<file path="config.mk">
export PLATFORM = sky130hd
export DESIGN_NAME = led_scan_mux
export DESIGN_NICKNAME = d
export VERILOG_FILES = /design/src/rtl/led_pkg.sv /design/src/rtl/led_tick_gen.sv /design/src/rtl/led_scan_mux.sv
export SDC_FILE = /design/constraint.sdc
export NUM_CORES = 1
export LEC_CHECK = 0
export ABC_AREA = 1
export ABC_CLOCK_PERIOD_IN_PS = 3000
export BUFFER_PORTS_ARGS = -buffer_cell sky130_fd_sc_hd__buf_2
export CAP_MARGIN = 40
export CORE_MARGIN = 2
export CORE_UTILIZATION = 66
export CTS_BUF_LIST = sky130_fd_sc_hd__clkbuf_4 sky130_fd_sc_hd__clkbuf_8
export DETAILED_ROUTE_END_ITERATION = 12
export PLACE_DENSITY = 0.88
export REMOVE_ABC_BUFFERS = 1
export SYNTH_ARGS = -nofsm -noshare
export SYNTH_HDL_FRONTEND = slang
export SYNTH_SLANG_ARGS = --single-unit
</file>
<file path="constraint.sdc">
create_clock -name clk -period 3 [get_ports clk]
set_input_delay 0.6 -clock clk [delete_from_list [all_inputs] [get_ports clk]]
set_output_delay 0.6 -clock clk [all_outputs]
set_load 0.02 [all_outputs]
</file>
<file path="src/rtl/led_pkg.sv">
// Shared types and the hex-to-seven-segment table for the LED scan multiplexer.
package led_pkg;

    // One stored digit: decimal point plus a 4-bit hex value
    typedef struct packed {
        logic       dot;
        logic [3:0] hex;
    } digit_t;

    // Segment byte: bit 7 = dp, bits 6:0 = g..a, 1 = lit
    typedef logic [7:0] seg_t;

    localparam seg_t SEG_LUT [16] = '{
        8'h3F, 8'h06, 8'h5B, 8'h4F, 8'h66, 8'h6D, 8'h7D, 8'h07,
        8'h7F, 8'h6F, 8'h77, 8'h7C, 8'h39, 8'h5E, 8'h79, 8'h71
    };

    function automatic seg_t seg_decode(input digit_t d);
        seg_t s;
        s    = SEG_LUT[d.hex];
        s[7] = d.dot;
        return s;
    endfunction

endpackage

</file>
<file path="src/rtl/led_tick_gen.sv">
// Free-running divider producing a one-cycle tick every DIV clk cycles.
module led_tick_gen #(
    parameter int DIV = 4
) (
    input  logic clk,
    input  logic rst_n,
    output logic tick
);

    localparam int            CW   = (DIV > 1) ? $clog2(DIV) : 1;
    localparam logic [CW-1:0] LAST = CW'(DIV - 1);

    logic [CW-1:0] cnt;

    // Count 0..DIV-1 and wrap; the tick is the terminal-count cycle
    always_ff @(posedge clk or negedge rst_n) begin
        if (!rst_n) begin
            cnt <= '0;
        end else if (cnt == LAST) begin
            cnt <= '0;
        end else begin
            cnt <= cnt + CW'(1);
        end
    end

    assign tick = (cnt == LAST);

endmodule

</file>
<file path="src/rtl/led_scan_mux.sv">
// Multiplexed seven-segment LED scanner: N_DIG digit registers, one digit
// driven per scan slot, registered cs / segment / index outputs.
// Optional macro LED_SCAN_DEADTIME_EN blanks the first 2 cycles of every
// digit slot to suppress ghosting.
module led_scan_mux
    import led_pkg::*;
#(
    parameter  int F_CLK         = 50000000,
    parameter  int F_SCAN        = 1000,
    parameter  int N_DIG         = 8,
    parameter  int CS_ACTIVE_LOW = 0,
    localparam int AW            = (N_DIG > 1) ? $clog2(N_DIG) : 1
) (
    input  logic             clk,
    input  logic             rst_n,
    input  logic             wr_en,
    input  logic [AW-1:0]    wr_addr,
    input  logic [4:0]       wr_data,
    input  logic [N_DIG-1:0] blank_mask,
    output logic [N_DIG-1:0] cs,
    output logic [7:0]       o_dig_sel,
    output logic [AW-1:0]    scan_idx,
    output logic             frame_done
);

    localparam int               DIV      = F_CLK / F_SCAN;
    localparam logic [AW-1:0]    LAST_IDX = AW'(N_DIG - 1);
    localparam logic [N_DIG-1:0] CS_IDLE  = {N_DIG{CS_ACTIVE_LOW != 0}};

    logic             tick;
    logic [AW-1:0]    ptr;
    digit_t           digits [N_DIG];
    logic             wr_ok;
    logic             dark;
    logic [N_DIG-1:0] sel_onehot;

    led_tick_gen #(
        .DIV (DIV)
    ) u_tick_gen (
        .clk   (clk),
        .rst_n (rst_n),
        .tick  (tick)
    );

    assign wr_ok      = (32'(wr_addr) < 32'(N_DIG));
    assign frame_done = tick && (ptr == LAST_IDX);

    // Scan pointer steps once per tick and wraps after the last digit
    always_ff @(posedge clk or negedge rst_n) begin
        if (!rst_n) begin
            ptr <= '0;
        end else if (tick) begin
            ptr <= (ptr == LAST_IDX) ? '0 : ptr + AW'(1);
        end
    end

    // Digit register file; out-of-range addresses are dropped
    always_ff @(posedge clk or negedge rst_n) begin
        if (!rst_n) begin
            digits <= '{default: '0};
        end else if (wr_en && wr_ok) begin
            digits[wr_addr] <= digit_t'(wr_data);
        end
    end

`ifdef LED_SCAN_DEADTIME_EN
    logic [1:0] age;

    // Cycles since the pointer last moved, saturating at 2
    always_ff @(posedge clk or negedge rst_n) begin
        if (!rst_n) begin
            age <= '0;
        end else if (tick) begin
            age <= '0;
        end else if (age != 2'd2) begin
            age <= age + 2'd1;
        end
    end

    assign dark = blank_mask[ptr] || (age != 2'd2);
`else
    assign dark = blank_mask[ptr];
`endif

    // One-hot decode of the pointer
    always_comb begin
        sel_onehot      = '0;
        sel_onehot[ptr] = 1'b1;
    end

    // Output stage: registered one cycle behind the pointer and digit registers
    always_ff @(posedge clk or negedge rst_n) begin
        if (!rst_n) begin
            cs        <= CS_IDLE;
            o_dig_sel <= '0;
            scan_idx  <= '0;
        end else begin
            scan_idx <= ptr;
            if (dark) begin
                cs        <= CS_IDLE;
                o_dig_sel <= '0;
            end else begin
                cs        <= sel_onehot ^ CS_IDLE;
                o_dig_sel <= seg_decode(digits[ptr]);
            end
        end
    end

endmodule

</file>
# Word-level counts from Yosys, hierarchy flattened
# Memories as Yosys holds them, arrays and structs flattened.
# Cells that the tools add are included.
# Widths: inputs -> output; s select.
[totals]
ff_bits = 78
romBits = 128
in_bits = 19
out_inout_bits = 20
word_cells = 54
n_memories = 1
[classes]
add_sub_neg = 2
n_lt_le_gt_ge = 6
n_eq_ne = 2
mux = 16
n_bitwise = 3
n_reduce_logical = 3
[mem_list]
columns = ["memory", "words", "width", "read_ports", "rd_clocked_by_memory_dff", "wr", "line_no", "source"]
rows = [
  ["(name not given)", 16, 8, 1, 0, 0, "led_pkg.sv:20", "s = SEG_LUT[d.hex];"],
]
[op_table]
columns = ["op", "count"]
rows = [
  ["$bwmux 40", 1],
  ["$add 16x1->16 const B", 1],
  ["$eq 16x16->1 const B", 1],
  ["$mux 16", 1],
  ["$mux 8", 2],
  ["$bmux 5 s3", 1],
  ["$demux 5 s3", 1],
  ["$mux 5", 3],
  ["$mux 7", 2],
  ["$ge 4x4->1 const B", 2],
  ["$not 3->4", 2],
  ["$ge 5x5->1 const B", 1],
  ["$not 4->5", 1],
  ["$lt 3x4->1 const B", 1],
  ["$lt 4x1->1 const B", 1],
  ["$add 3x1->3 const B", 1],
  ["$bmux 1 s3", 1],
  ["$demux 1 s3", 1],
  ["$eq 3x3->1 const B", 1],
  ["$ge 3x1->1 const B", 1],
  ["$logic_and 1x1->1", 3],
  ["$mux 3", 1],
  ["$mux 1", 2],
]

# Depth between registers and ports, before layout
[logic_depth]
ltp_word = 9
mapped_depth = 17
mapped_depth_nobuf = 14

# Hierarchy
# A second synthesis with hierarchy kept.
[hier_totals]
cells_unflattened = 496
hier_area_um2 = 3826.2
[by_module_without_submodules]
columns = ["module", "n_inst", "cells_per_inst", "area_per_inst_um2", "seq_area_each_um2"]
rows = [
  ["led_scan_mux", 1, 375, 2949.1, 1551.5],
  ["led_tick_gen", 1, 121, 877.1, 400.4],
]

# Worst setup path after synthesis
# Ideal clock, no wire load.
[synth_path]
path_type = "reg2out"
start = "reg u_tick_gen.cnt[0]"
end = "out frame_done"
t_arrival_ps = 1376
required_ps = 2400
setup_slack_ps = 1024
path_stages_with_launch = 10
n_path_buf = 0
cell_sequence = "dfrtp_1 -> ha_1 -> nand2_1 -> inv_1 -> nand2_1 -> inv_1 -> nand3_1 -> nor3_1 -> inv_1 -> nor2_1"
[synth_between]
elab_chain_cells = 2
[synth_rtl]
columns = ["item", "line_no", "source"]
rows = [
  ["start: declaration", "led_tick_gen.sv:13", "logic [CW-1:0] cnt;"],
  ["start signal: assignment", "led_tick_gen.sv:22", "cnt <= cnt + CW'(1);"],
  ["$eq 16x16->1", "led_tick_gen.sv:26", "assign tick = (cnt == LAST);"],
  ["$logic_and 1x1->1", "led_scan_mux.sv:46", "assign frame_done = tick && (ptr == LAST_IDX);"],
  ["end: declaration", "led_scan_mux.sv:23", "output logic frame_done"],
]
# No other way between the ends.

# Worst setup path in the final report
[layout_path]
start = "reg ptr[0]"
end = "out frame_done"
[layout_between]
elab_chain_cells = 2
[layout_rtl]
columns = ["item", "line_no", "source"]
rows = [
  ["start: declaration", "led_scan_mux.sv:31", "logic [AW-1:0] ptr;"],
  ["start signal: assignment", "led_scan_mux.sv:53", "ptr <= (ptr == LAST_IDX) ? '0 : ptr + AW'(1);"],
  ["$eq 3x3->1", "led_scan_mux.sv:46", ""],
  ["$logic_and 1x1->1", "led_scan_mux.sv:46", ""],
]
# No other way between the ends.

==> impl_metrics.toml <==
[status]
run_status = "finished, final reports clean"

[global_routing]
grt_pass1_wl_um = 14400
grt_usage_pct = 29.2
first_global_vias = 3185
grt_start_max_net_pins = 50
grt_overflow = 0
antenna_found_initial = 0

[clock_network]
ctsHoldBuffers = 0
cts_root_buffer = "clkbuf_8"
numCtsBuffers = 9
cts_setup_buffers = 0
tritoncts = "done"
ctsResizeCount = 0
worst_skew_pair.late_latency_ns = 0.36
clkSinkCount = 78
cts_max_level = 3
clkTransAtPathRegs_ns = 0.08
clockBufferDepth = 2

[cells_and_area]
final_util_pct = 74.9
n_antenna_cell = 0
nets = 550
nFillCells = 437
syn_to_final_growth_pct = 11.6
final_cell_area_mm2 = 0.00436
drive_above_1_share_pct = 14.8

[job]
maxCapViolations = 0

[yosys]
yosys-top-cells-count = "nand2_1 (155), dfrtp_1 (78), nor2_1 (51)"
yosys-top-cells-area = "dfrtp_1 (50%), nand2_1 (15%), o21ai_0 (5.6%)"
ys_seq_area_share_pct = 50.0
synth_cell_type_count = 29
synth_top_area_cell = "dfrtp_1"
yosysTopAreaCellShare_pct = 50.0
synth.most_common_cell = "nand2_1"
syn_area_per_cell_um2 = 8.13
yosysWarningCount = 0
synth_ff_type = "dfrtp_1"
synth-edff-count = 0
synthArstFlopShare_pct = 100
syn_inst = 480
synth.cell_area_mm2 = 0.00390
synth.ff_latch_count = 78

[timing]
worst_pin_slew_ns = 0.675
setup_viol_count_final = 0
setup_tns_ns = 0
slew_headroom_pct = 54.8
clock_skew_ns = 0.00846
finalCritPeriodShare_pct = 88.1
rsz0062_at_grt = "no"
finalMaxSlewViolations = 0
final-hold-violation-count = 0
fmax_ghz = 0.378
post-route-min-period_ns = 2.64

[worst_setup_path]
path_delay_family = "flip-flops"
start_kind = "register"
crit_arrival_ns = 2.04
path_buf_inv = 3
critPathMaxStageDelay_ns = 0.69
endpoint_kind = "primary output"
cp_slowest_cell = "dfrtp_1"
critPathKind = "register to primary output"
critical_path_peak_fanout = 17
cpMostUsedCell = "ha_1"
path_cells = "buf_4 -> ha_1 -> ha_1 -> inv_1 -> nor2_1 -> buf_2"
timing.rr.start = "ptr[0]"
rrSetupSlack_ns = 0.55
worst_r2r_endpoint = "o_dig_sel[0]"
rr_worst_depth = 12
critPathRequiredTime_ns = 2.40

[placement]
placed_area_mm2 = 0.00414
routabilityCongestion = 0.882
portBuffers = 38
dpl.hpwl_um = 6040

[routing]
wl_per_cell_um = 14.4
drc_errors = 0
vias = 3237
ant_nets = 0
first_pass_iters = 5
wl_um = 8670
drtIter0Drc = 276
vias_per_cell = 5.39

[power]
ir_drop_mv = 0.369
p_per_area_mw_per_mm2 = 579
p_leak_nw = 2.28

[floorplan]
die_h_um = 80.9
num_io_pins = 39
rows = 28
fp.coreArea_mm2 = 0.00582
fp.dieArea_mm2 = 0.00655
start_util_pct = 67.1
die_w_um = 80.9

[min_path]
hp-class = "input pin to asynchronous set/reset pin"
[worst max path at each step]
stage	endpoint	from	slack [ns]	cells past startpoint
finish	frame_done	ptr[0]	0.36	6
global route	frame_done	u_tick_gen.cnt[0]	0.25	11
CTS	frame_done	ptr[0]	0.36	6
detailed placement	o_dig_sel[0]	ptr[1]	0.61	12
global placement	o_dig_sel[0]	ptr[1]	0.80	12
floorplan	frame_done	u_tick_gen.cnt[0]	0.52	9
[cells in the final DEF, fill, tap and decap left out, types with 7 or more instances in the layout]
cell and count:
nor3_1 10, buf_2 37, o21ai_0 44, nand3_1 17, clkbuf_8 10, xor2_1 8
a21oi_1 17, nor2_1 51, nand4_1 7, dfrtp_1 78, nand2_1 155, inv_1 43
ha_1 10
[layer usage]
metal	routed length, µm	share of wire (%)	GRT usage [%]	up-vias
met5	0	0	0	-
met4	184	2.1	10.0	0
met3	466	5.4	6.78	20
met2	4330	50	49.6	94
met1	3690	43	36.9	1516
li1	-	-	-	1607
[sequential cells by signal, indices dropped and copies added, names as in the netlist]
signal and flops:
cs 8, digits 40, o_dig_sel 8, ptr 3, scan_idx 3, u_tick_gen.cnt 16
[where the power goes]
part	internal [mW]	total [mW]	switching [mW]
clock	0.490	0.885	0.395
combinational	0.142	0.406	0.264
sequential	1.17	1.23	0.0618
total	1.80	2.52	0.720
[final cells by class]
type                    count  area (µm²)  share of cell area (%)
flip-flops and latches     78        1950                    44.8
well taps                  75        93.8                    2.15
clock buffers              10         138                    3.16
inverters                  46         175                    4.02
clock inverters             6        83.8                    1.92
multi-input cells         342        1660                    38.0
repair buffers             44         258                    5.92
[logic make-up (layout without fill, tap and decap cells)]
kind of cell | Yosys count | after routing | synth area share (%)
buf+inv | 60 | 106 | 7.56
compound gates | 67 | 67 | 8.81
fa+ha+maj | 10 | 10 | 3.21
simple gates | 256 | 256 | 28.4
xor+xnor | 9 | 9 | 2.02
flops | 78 | 78 | 50.0
[through the flow]
stage | power [mW] | setup WS [ns] | hold WS (ns) | std cells
floorplan | 1.51 | 0.522 | 0.304 | 466
global placement | 1.62 | 0.802 | 0.444 | 584
detailed placement | 1.66 | 0.612 | 0.461 | 585
CTS | 2.53 | 0.364 | 0.183 | 601
global route | 2.66 | 0.248 | 0.194 | 601
finish | 2.52 | 0.357 | 0.176 | 601
(Power assumes the default switching activity.)
